File: src/rtl/load_store_unit.sv
// Load/store unit: one outstanding CPU access (byte/half/word), sub-word stores via read-modify-write.
// Build option LSU_MISALIGN_TRAP_EN: misaligned requests report respErr instead of being force-aligned.
module load_store_unit #(
  parameter int ADDR_W = 32
) (
  input  logic              clk,
  input  logic              rst,
  input  logic              reqValid,
  output logic              reqReady,
  input  logic              reqStore,
  input  logic [1:0]        reqSize,
  input  logic              reqSigned,
  input  logic [ADDR_W-1:0] reqAddr,
  input  logic [31:0]       reqWData,
  output logic              respValid,
  output logic              respErr,
  output logic [31:0]       respRData,
  output logic [31:0]       memAddress,
  output logic [31:0]       memWriteData,
  output logic              memWrite,
  output logic              memRead,
  input  logic [31:0]       memReadData,
  output logic [2:0]        dbgState
);

  // Handshake: a request is taken on the posedge where reqValid && reqReady; reqReady is high
  // only in IDLE. respValid is a single-cycle pulse with no backpressure.
  localparam logic [2:0] IDLE      = 3'd0;
  localparam logic [2:0] READ      = 3'd1;
  localparam logic [2:0] RMW_READ  = 3'd2;
  localparam logic [2:0] RMW_WRITE = 3'd3;
  localparam logic [2:0] WRITE     = 3'd4;
  localparam logic [2:0] RESP      = 3'd5;

  logic [2:0] state;
  logic [1:0] size_q;
  logic [1:0] lane_q;
  logic       signed_q;

  logic       is_half;
  logic       is_word;
  logic [1:0] lane_in;
  logic       trap_hit;

  assign is_half = (reqSize == 2'b01);
  assign is_word = reqSize[1];

`ifdef LSU_MISALIGN_TRAP_EN
  logic misaligned;
  logic err_q;

  assign misaligned = (is_half && reqAddr[0]) || (is_word && (reqAddr[1:0] != 2'b00));
  assign lane_in    = reqAddr[1:0];
  assign trap_hit   = misaligned;

  always_ff @(posedge clk or negedge rst) begin
    if (!rst) begin
      err_q <= 1'b0;
    end else if (state == IDLE && reqValid) begin
      err_q <= misaligned;
    end
  end

  assign respErr = err_q;
`else
  // Without the trap, misaligned requests silently drop the offending low address bits.
  assign lane_in  = is_word ? 2'b00 : (is_half ? {reqAddr[1], 1'b0} : reqAddr[1:0]);
  assign trap_hit = 1'b0;
  assign respErr  = 1'b0;
`endif

  function automatic logic [31:0] load_extract(input logic [31:0] w, input logic [1:0] sz,
                                               input logic [1:0] lane, input logic sgn);
    logic [7:0]  b;
    logic [15:0] h;
    b = w[{lane, 3'b000} +: 8];
    h = lane[1] ? w[31:16] : w[15:0];
    case (sz)
      2'b00:   return {{24{sgn & b[7]}}, b};
      2'b01:   return {{16{sgn & h[15]}}, h};
      default: return w;
    endcase
  endfunction

  function automatic logic [31:0] merge_sub(input logic [31:0] w, input logic [15:0] d,
                                            input logic [1:0] sz, input logic [1:0] lane);
    logic [31:0] r;
    r = w;
    if (sz == 2'b00) r[{lane, 3'b000} +: 8] = d[7:0];
    else             r[{lane[1], 4'b0000} +: 16] = d;
    return r;
  endfunction

  // memWriteData doubles as the store-data latch; RMW_READ overwrites it with the merged word.
  always_ff @(posedge clk or negedge rst) begin
    if (!rst) begin
      state        <= IDLE;
      size_q       <= 2'b00;
      lane_q       <= 2'b00;
      signed_q     <= 1'b0;
      respRData    <= 32'h0;
      memAddress   <= 32'h0;
      memWriteData <= 32'h0;
    end else begin
      case (state)
        IDLE: begin
          if (reqValid) begin
            size_q       <= reqSize;
            lane_q       <= lane_in;
            signed_q     <= reqSigned;
            memAddress   <= 32'(reqAddr[ADDR_W-1:2]);
            memWriteData <= reqWData;
            respRData    <= 32'h0;
            if (trap_hit)      state <= RESP;
            else if (!reqStore) state <= READ;
            else if (is_word)  state <= WRITE;
            else               state <= RMW_READ;
          end
        end
        READ: begin
          respRData <= load_extract(memReadData, size_q, lane_q, signed_q);
          state     <= RESP;
        end
        RMW_READ: begin
          memWriteData <= merge_sub(memReadData, memWriteData[15:0], size_q, lane_q);
          state        <= RMW_WRITE;
        end
        RMW_WRITE: state <= RESP;
        WRITE:     state <= RESP;
        RESP:      state <= IDLE;
        default:   state <= IDLE;
      endcase
    end
  end

  assign reqReady  = (state == IDLE);
  assign memRead   = (state == READ) || (state == RMW_READ);
  assign memWrite  = (state == WRITE) || (state == RMW_WRITE);
  assign respValid = (state == RESP);
  assign dbgState  = state;

endmodule

File: config.mk
export PLATFORM = sky130hd
export DESIGN_NAME = load_store_unit
export DESIGN_NICKNAME = d
export VERILOG_FILES = /design/src/rtl/load_store_unit.sv
export SDC_FILE = /design/constraint.sdc
export NUM_CORES = 1
export LEC_CHECK = 0
export BUFFER_PORTS_ARGS = -buffer_cell sky130_fd_sc_hd__buf_2
export CAP_MARGIN = 20
export CORE_UTILIZATION = 33
export DETAILED_ROUTE_END_ITERATION = 6
export RECOVER_POWER = 25
export SLEW_MARGIN = 10
export SYNTH_ARGS = -nofsm -noshare
export SYNTH_HDL_FRONTEND = slang
export SYNTH_SLANG_ARGS = --single-unit
File: constraint.sdc
create_clock -name clk -period 2.1 [get_ports clk]
set_input_delay 0.315 -clock clk [delete_from_list [all_inputs] [get_ports clk]]
set_output_delay 0.315 -clock clk [all_outputs]
set_load 0.01 [all_outputs]
Word level (Yosys, flattened, before mapping)
Index checks and enable logic that the tools add are counted.
{"block": "word_totals", "rom_bits": 0, "n_memories": 0, "ff_bits": 102, "ram_bits": 0, "input_bits": 103, "latch_bits": 0, "out_inout_bits": 104}
{"block": "op_classes", "n_reduce_logical": 10, "addsub": 2, "n_eq_ne": 8, "multipliers": 0, "n_mux": 15, "order_cmp": 0, "div": 0, "bitwise": 2, "shifts": 5}
{"op": "32-bit case mux with 2 select lines", "count": 3}
{"op": "32-bit 2-to-1 mux", "count": 3}
{"op": "32-bit bitwise mux", "count": 2}
{"op": "16-bit by 7-bit variable shift with 32-bit output, first input constant", "count": 1}
{"op": "8-bit by 7-bit variable shift with 32-bit output, first input constant", "count": 1}
{"op": "16-bit by 7-bit indexed part select with 32-bit output", "count": 1}
{"op": "32-bit by 6-bit indexed part select with 8-bit output", "count": 1}
{"op": "8-bit by 7-bit indexed part select with 32-bit output", "count": 1}
{"op": "16-bit 2-to-1 mux", "count": 1}
{"op": "5-bit negator with 7-bit output", "count": 2}
{"op": "3-bit 2-to-1 mux", "count": 3}
{"op": "3-bit case mux with 3 select lines", "count": 1}
{"op": "3-bit by 2-bit equality test with 1-bit output, second input constant", "count": 2}
{"op": "3-bit equality test, second input constant", "count": 2}
{"op": "2-bit AND reduction", "count": 3}
{"op": "2-bit by 1-bit equality test with 1-bit output, second input constant", "count": 2}
{"op": "2-bit nonzero test", "count": 2}
{"op": "3-bit by 1-bit equality test with 1-bit output, second input constant", "count": 1}
{"op": "3-bit logical NOT", "count": 1}
{"op": "3-bit OR reduction", "count": 1}
{"op": "1-bit AND", "count": 2}
{"op": "2-bit logical NOT", "count": 1}
{"op": "1-bit logical OR", "count": 2}
{"op": "2-bit 2-to-1 mux", "count": 1}
{"op": "other kinds (2)", "count": 2}

Longest topological paths before layout
{"block": "depth", "ltp_word": 5, "mapped_depth": 8}

Worst setup path after synthesis
Ideal clock, no wire load.
{"block": "synth_timing", "path_kind": "register -> register", "start": "reg lane_q[1]", "end": "reg memWriteData[19]", "n_path_buf": 2, "t_arrival_ps": 1870, "setup_slack_ps": 148, "path_stages_with_launch": 9, "setup_ps": 82, "cell_sequence": "dfrtp_1 -> buf_4 -> buf_6 -> inv_1 -> ha_1 -> and4bb_1 -> a221oi_1 -> a211o_1 -> a31oi_1"}
{"block": "synth_between", "elab_chain_cells": 5, "elab_cells_between_ends": 10, "classes_between": "2 x add/sub; 4 x shift; 4 x mux"}
{"item": "from (decl)", "line_no": "37", "source": "logic [1:0] lane_q;"}
{"item": "from (signal assigned)", "line_no": "109", "source": "lane_q <= lane_in;"}
{"item": "5-bit negator with 7-bit output (on tied branches)", "line_no": "90, 89"}
{"item": "16-bit by 7-bit indexed part select with 32-bit output (tied with other cells)", "line_no": "90", "source": "else r[{lane[1], 4'b0000} +: 16] = d;"}
{"item": "32-bit bitwise mux (on tied branches)", "line_no": "90, 89"}
{"item": "32-bit 2-to-1 mux (*)", "line_no": "89", "source": "if (sz == 2'b00) r[{lane, 3'b000} +: 8] = d[7:0];"}
{"item": "32-bit case mux with 2 select lines (*)", "line_no": "105", "source": "case (state)"}
{"item": "to (signal assigned)", "line_no": "112", "source": "memWriteData <= reqWData;"}
{"item": "to (signal assigned)", "line_no": "125", "source": "memWriteData <= merge_sub(memReadData, memWriteData[15:0], size_q, lane_q);"}
{"item": "to (decl)", "line_no": "19", "source": "output logic [31:0] memWriteData,"}
Every way passes the cells marked *; elsewhere a longest branch is shown, timed or not.
A chain may end at the register's enable or synchronous reset.

Worst setup path after layout
{"block": "layout_timing", "start": "reg state[0] (netlist: dbgState[0])", "end": "out reqReady"}
{"block": "layout_between", "elab_chain_cells": 1}
{"item": "from (decl)", "line_no": "35", "source": "logic [2:0] state;"}
{"item": "from (signal assigned)", "line_no": "97", "source": "state <= IDLE;"}
{"item": "from (signal assigned)", "line_no": "114", "source": "if (trap_hit) state <= RESP;"}
{"item": "from (signal assigned)", "line_no": "115", "source": "else if (!reqStore) state <= READ;"}
{"item": "3-bit logical NOT", "line_no": "136", "source": "assign reqReady = (state == IDLE);"}
{"item": "to (decl)", "line_no": "9", "source": "output logic reqReady,"}
Every way passes these cells.

==> flow_summary_export.csv <==
group,metric,value,unit
outcome,status,"complete, no violations",
placed_design,placed_area,0.00654,mm2
sta,setup_viol,0,
routing,met1_length,7.48,mm
floorplan,initial_core_util,0.341,
yosys,synth_fa_ha_area_frac,0.0119,
global_route,grt_first_pass_wirelength,26.1,mm
pwr,powerDensity,1480,mW/mm2
global_route,grt_start_max_net_pins,41,
global_route,gr-total-overflow,0,
sta,layout_min_cycle_time,1.95,ns
sta,final_max_slew_viol_count,0,
cells_and_area,drive_gt1_frac,0.430,
yosys,synth_ff_type,"dfrtp_1",
yosys,ys_seq_area_frac,0.486,
yosys,netlist_instances,497,
clocking,clock-sinks,102,
yosys,synthSimpleGateAreaFrac,0.103,
sta,slew_headroom,0.278,
cells_and_area,nNetsFinal,810,
routing,wl_per_cell,19.0,um
clocking,path_clk_slew,0.08,ns
clocking,cts_root_buf,"clkbuf_16",
worst_setup_path,rrSetupSlack,0.17,ns
yosys,async_flop_share,1.00,
pwr,vdd_ir_drop_max,0.548,mV
worst_setup_path,reg2reg_depth,5,
worst_setup_path,r2r-end,"respRData[17]",
routing,wl_met2,8.08,mm
clocking,cts_buffers,9,
yosys,ys_warn_count,0,
placed_design,portBuffers,203,
yosys,synthMuxAreaShare,0.114,
yosys,synth_top_family_by_area,"compound AO/OA/AOI/OAI gates",
hold_path,holdPathEnd,"memAddress[27]",
global_route,track_usage,0.212,
global_route,antenna_found_initial,1,
routing,drt_iter0_markers,493,
cells_and_area,n_fill_cell,1498,
sta,fmax,0.513,GHz
sta,skew,0.00973,ns
sta,tightest_slew,1.08,ns
clocking,cts_tree,"yes",
floorplan,die_area,0.0164,mm2
sta,rsz0062_at_grt,"false",
yosys,ys_types,51,
yosys,synth.largest_area_cell,"dfrtp_1",
routing,wl,17.5,mm
worst_setup_path,critical_path_class,"flip-flop to output port",
sta,hold_viol_final,0,
worst_setup_path,crit_fanout,8,
yosys,ys_seq_elements,102,
routing,drc,0,
clocking,clkLatencyLatePin,0.36,ns
routing,vias,4898,
worst_setup_path,r2r-start,"dbgState[2]",
floorplan,die_y,128,um
yosys,synth_edf_count,0,
hold_path,hp-class,"input pin to flip-flop",
routing,routed_via_density,5.33,
placed_design,routabilityCongestion,0.861,
yosys,syn_area_per_cell,10.6,um2
placed_design,dp_hpwl,13.3,mm
run,drv_cap,0,
global_route,grt_pass1_vias,4773,
floorplan,die_x,128,um
sta,tns,0,ns
sta,whs,0.184,ns
hold_path,min_from,"reqAddr[29]",
routing,wl_met3,1.52,mm
yosys,synth.cell_area,0.00525,mm2
routing,ant_nets,0,
worst_setup_path,cp.arrival,1.64,ns
routing,top_layer,"met4",
yosys,synthTopCellsByArea,"dfrtp_1, mux2_2, a21oi_1",
yosys,netlist.area_leader.share,0.486,
worst_setup_path,end_kind,"output port",
routing,firstDrtPassIters,6,
floorplan,design.core.area,0.0154,mm2
yosys,synth_compound_area_frac,0.219,
cells_and_area,finish.instance_area,0.00684,mm2
pwr,leakagePower,3.28,nW
worst_setup_path,cp-start-kind,"flip-flop",
cells_and_area,postLayoutCoreUtil,0.445,
cells_and_area,syn2layout_area_growth,30.4,%
worst_setup_path,cp_data_required_time,1.78,ns
yosys,synth-xor-area-share,0.00167,
sta,post-route-period-util,0.929,
clocking,clockBufferDepth,2,
floorplan,io_pins,207,
floorplan,fp-row-count,45,
clocking,htree_levels,3,
hold_path,hold_depth,2,
==> per-layer routing <==
| metal | vias up | track usage |
|---|---|---|
| met1 | 2384 | 0.284 |
| met3 | 28 | 0.0563 |
| met5 | - | 0 |
| met4 | 0 | 0.0824 |
| li1 | 2249 | - |
| met2 | 237 | 0.327 |
==> metrics by stage <==
stage	instances	worst slack (ns)	total power, mW
after floorplan	499	0.148	6.50
after global placement	901	0.170	8.29
after detailed placement	901	0.0955	8.43
after CTS	918	0.0534	10.2
after global routing	919	0.0453	10.9
final	919	0.149	10.2
==> flip-flops by register name, indices dropped and copies added (netlist names) <==
register and count:
dbgState 3, lane_q 2, memAddress 30, memWriteData 32
respRData 32, signed_q 1, size_q 2
==> cells by family after synthesis <==
| group | after synthesis |
|---|---|
| adder cells (fa/ha/maj) | 5 |
| XOR/XNOR | 1 |
| AO/OA/AOI/OAI | 162 |
| multiplexers | 54 |
| flip-flops | 102 |
| other | 1 |
| AND/OR/NAND/NOR | 111 |
| buffers and inverters | 61 |
==> final cells by class <==
| type | count | area (um2) | share of cell area |
|---|---|---|---|
| tap | 211 | 264 | 0.0386 |
| antenna | 1 | 2.50 | 0.000366 |
| sequential | 102 | 2550 | 0.373 |
| timing repair buffer | 233 | 1260 | 0.184 |
| inverter | 20 | 75.1 | 0.0110 |
| clock buffer | 10 | 239 | 0.0349 |
| multi-input combinational | 336 | 2380 | 0.348 |
| clock inverter | 6 | 70.1 | 0.0102 |
==> cells in the final DEF (no fill, tap or decap), drive strengths merged, types with 6 or more instances in the layout <==
cell and instances:
o22ai 15, buf 222, nand2 43, a41oi 6
nand3 20, a21oi 33, o21ai 28, a22o 16
mux2 48, a31oi 9, a221oi 11, clkbuf 20
mux2i 6, inv 21, a22oi 18, dfrtp 102
a222oi 7, nor2 25
==> critical path, stage by stage, from the launching register on <==
cell      delay, ns
dfrtp_1        0.42
clkbuf_1       0.19
or2_2          0.41
nor2_1         0.11
buf_2          0.14
==> what timing repair did <==
item / in CTS / in global routing
setup buffers: 0 / 0
endpoints found under the hold margin: 38 / 0
hold buffers: 1 / 0
gates resized for setup: 0 / 1
endpoints found under the setup margin: 0 / 4
==> cell usage after synthesis (2+ instances only) <==
master	count
a211o_1	4
a211oi_4	2
a21oi_1	33
a221oi_1	11
a222oi_1	7
a22o_1	16
a22oi_1	18
a2bb2oi_1	3
a311oi_1	3
a31oi_1	9
a41oi_1	6
buf_1	2
buf_2	14
buf_4	8
buf_6	7
clkbuf_1	10
dfrtp_1	102
ha_1	5
inv_1	20
mux2_2	48
mux2i_1	6
nand2_1	43
nand3_1	20
nand4_1	2
nor2_1	22
nor2_4	2
nor2b_1	3
nor3_1	3
nor3b_1	2
o21a_1	2
o21ai_0	25
o21ai_1	2
o22a_1	2
o22ai_1	15
or2_2	3
or3b_1	2
==> worst max-delay path by stage <==
stage,end,cells after the start,start
after floorplan,memWriteData[19],8,lane_q[1]
after global placement,respRData[12],5,lane_q[1]
after detailed placement,respRData[12],5,lane_q[1]
after CTS,respRData[12],5,lane_q[1]
after global routing,respRData[4],3,rst
final,reqReady,4,dbgState[0]
==> report_power, final <==
part / internal, mW / switching (mW)
logic: 2.14 / 2.65
registers: 2.88 / 0.727
clock network: 0.964 / 0.800
Note: power is estimated with default switching activity, not from simulation.
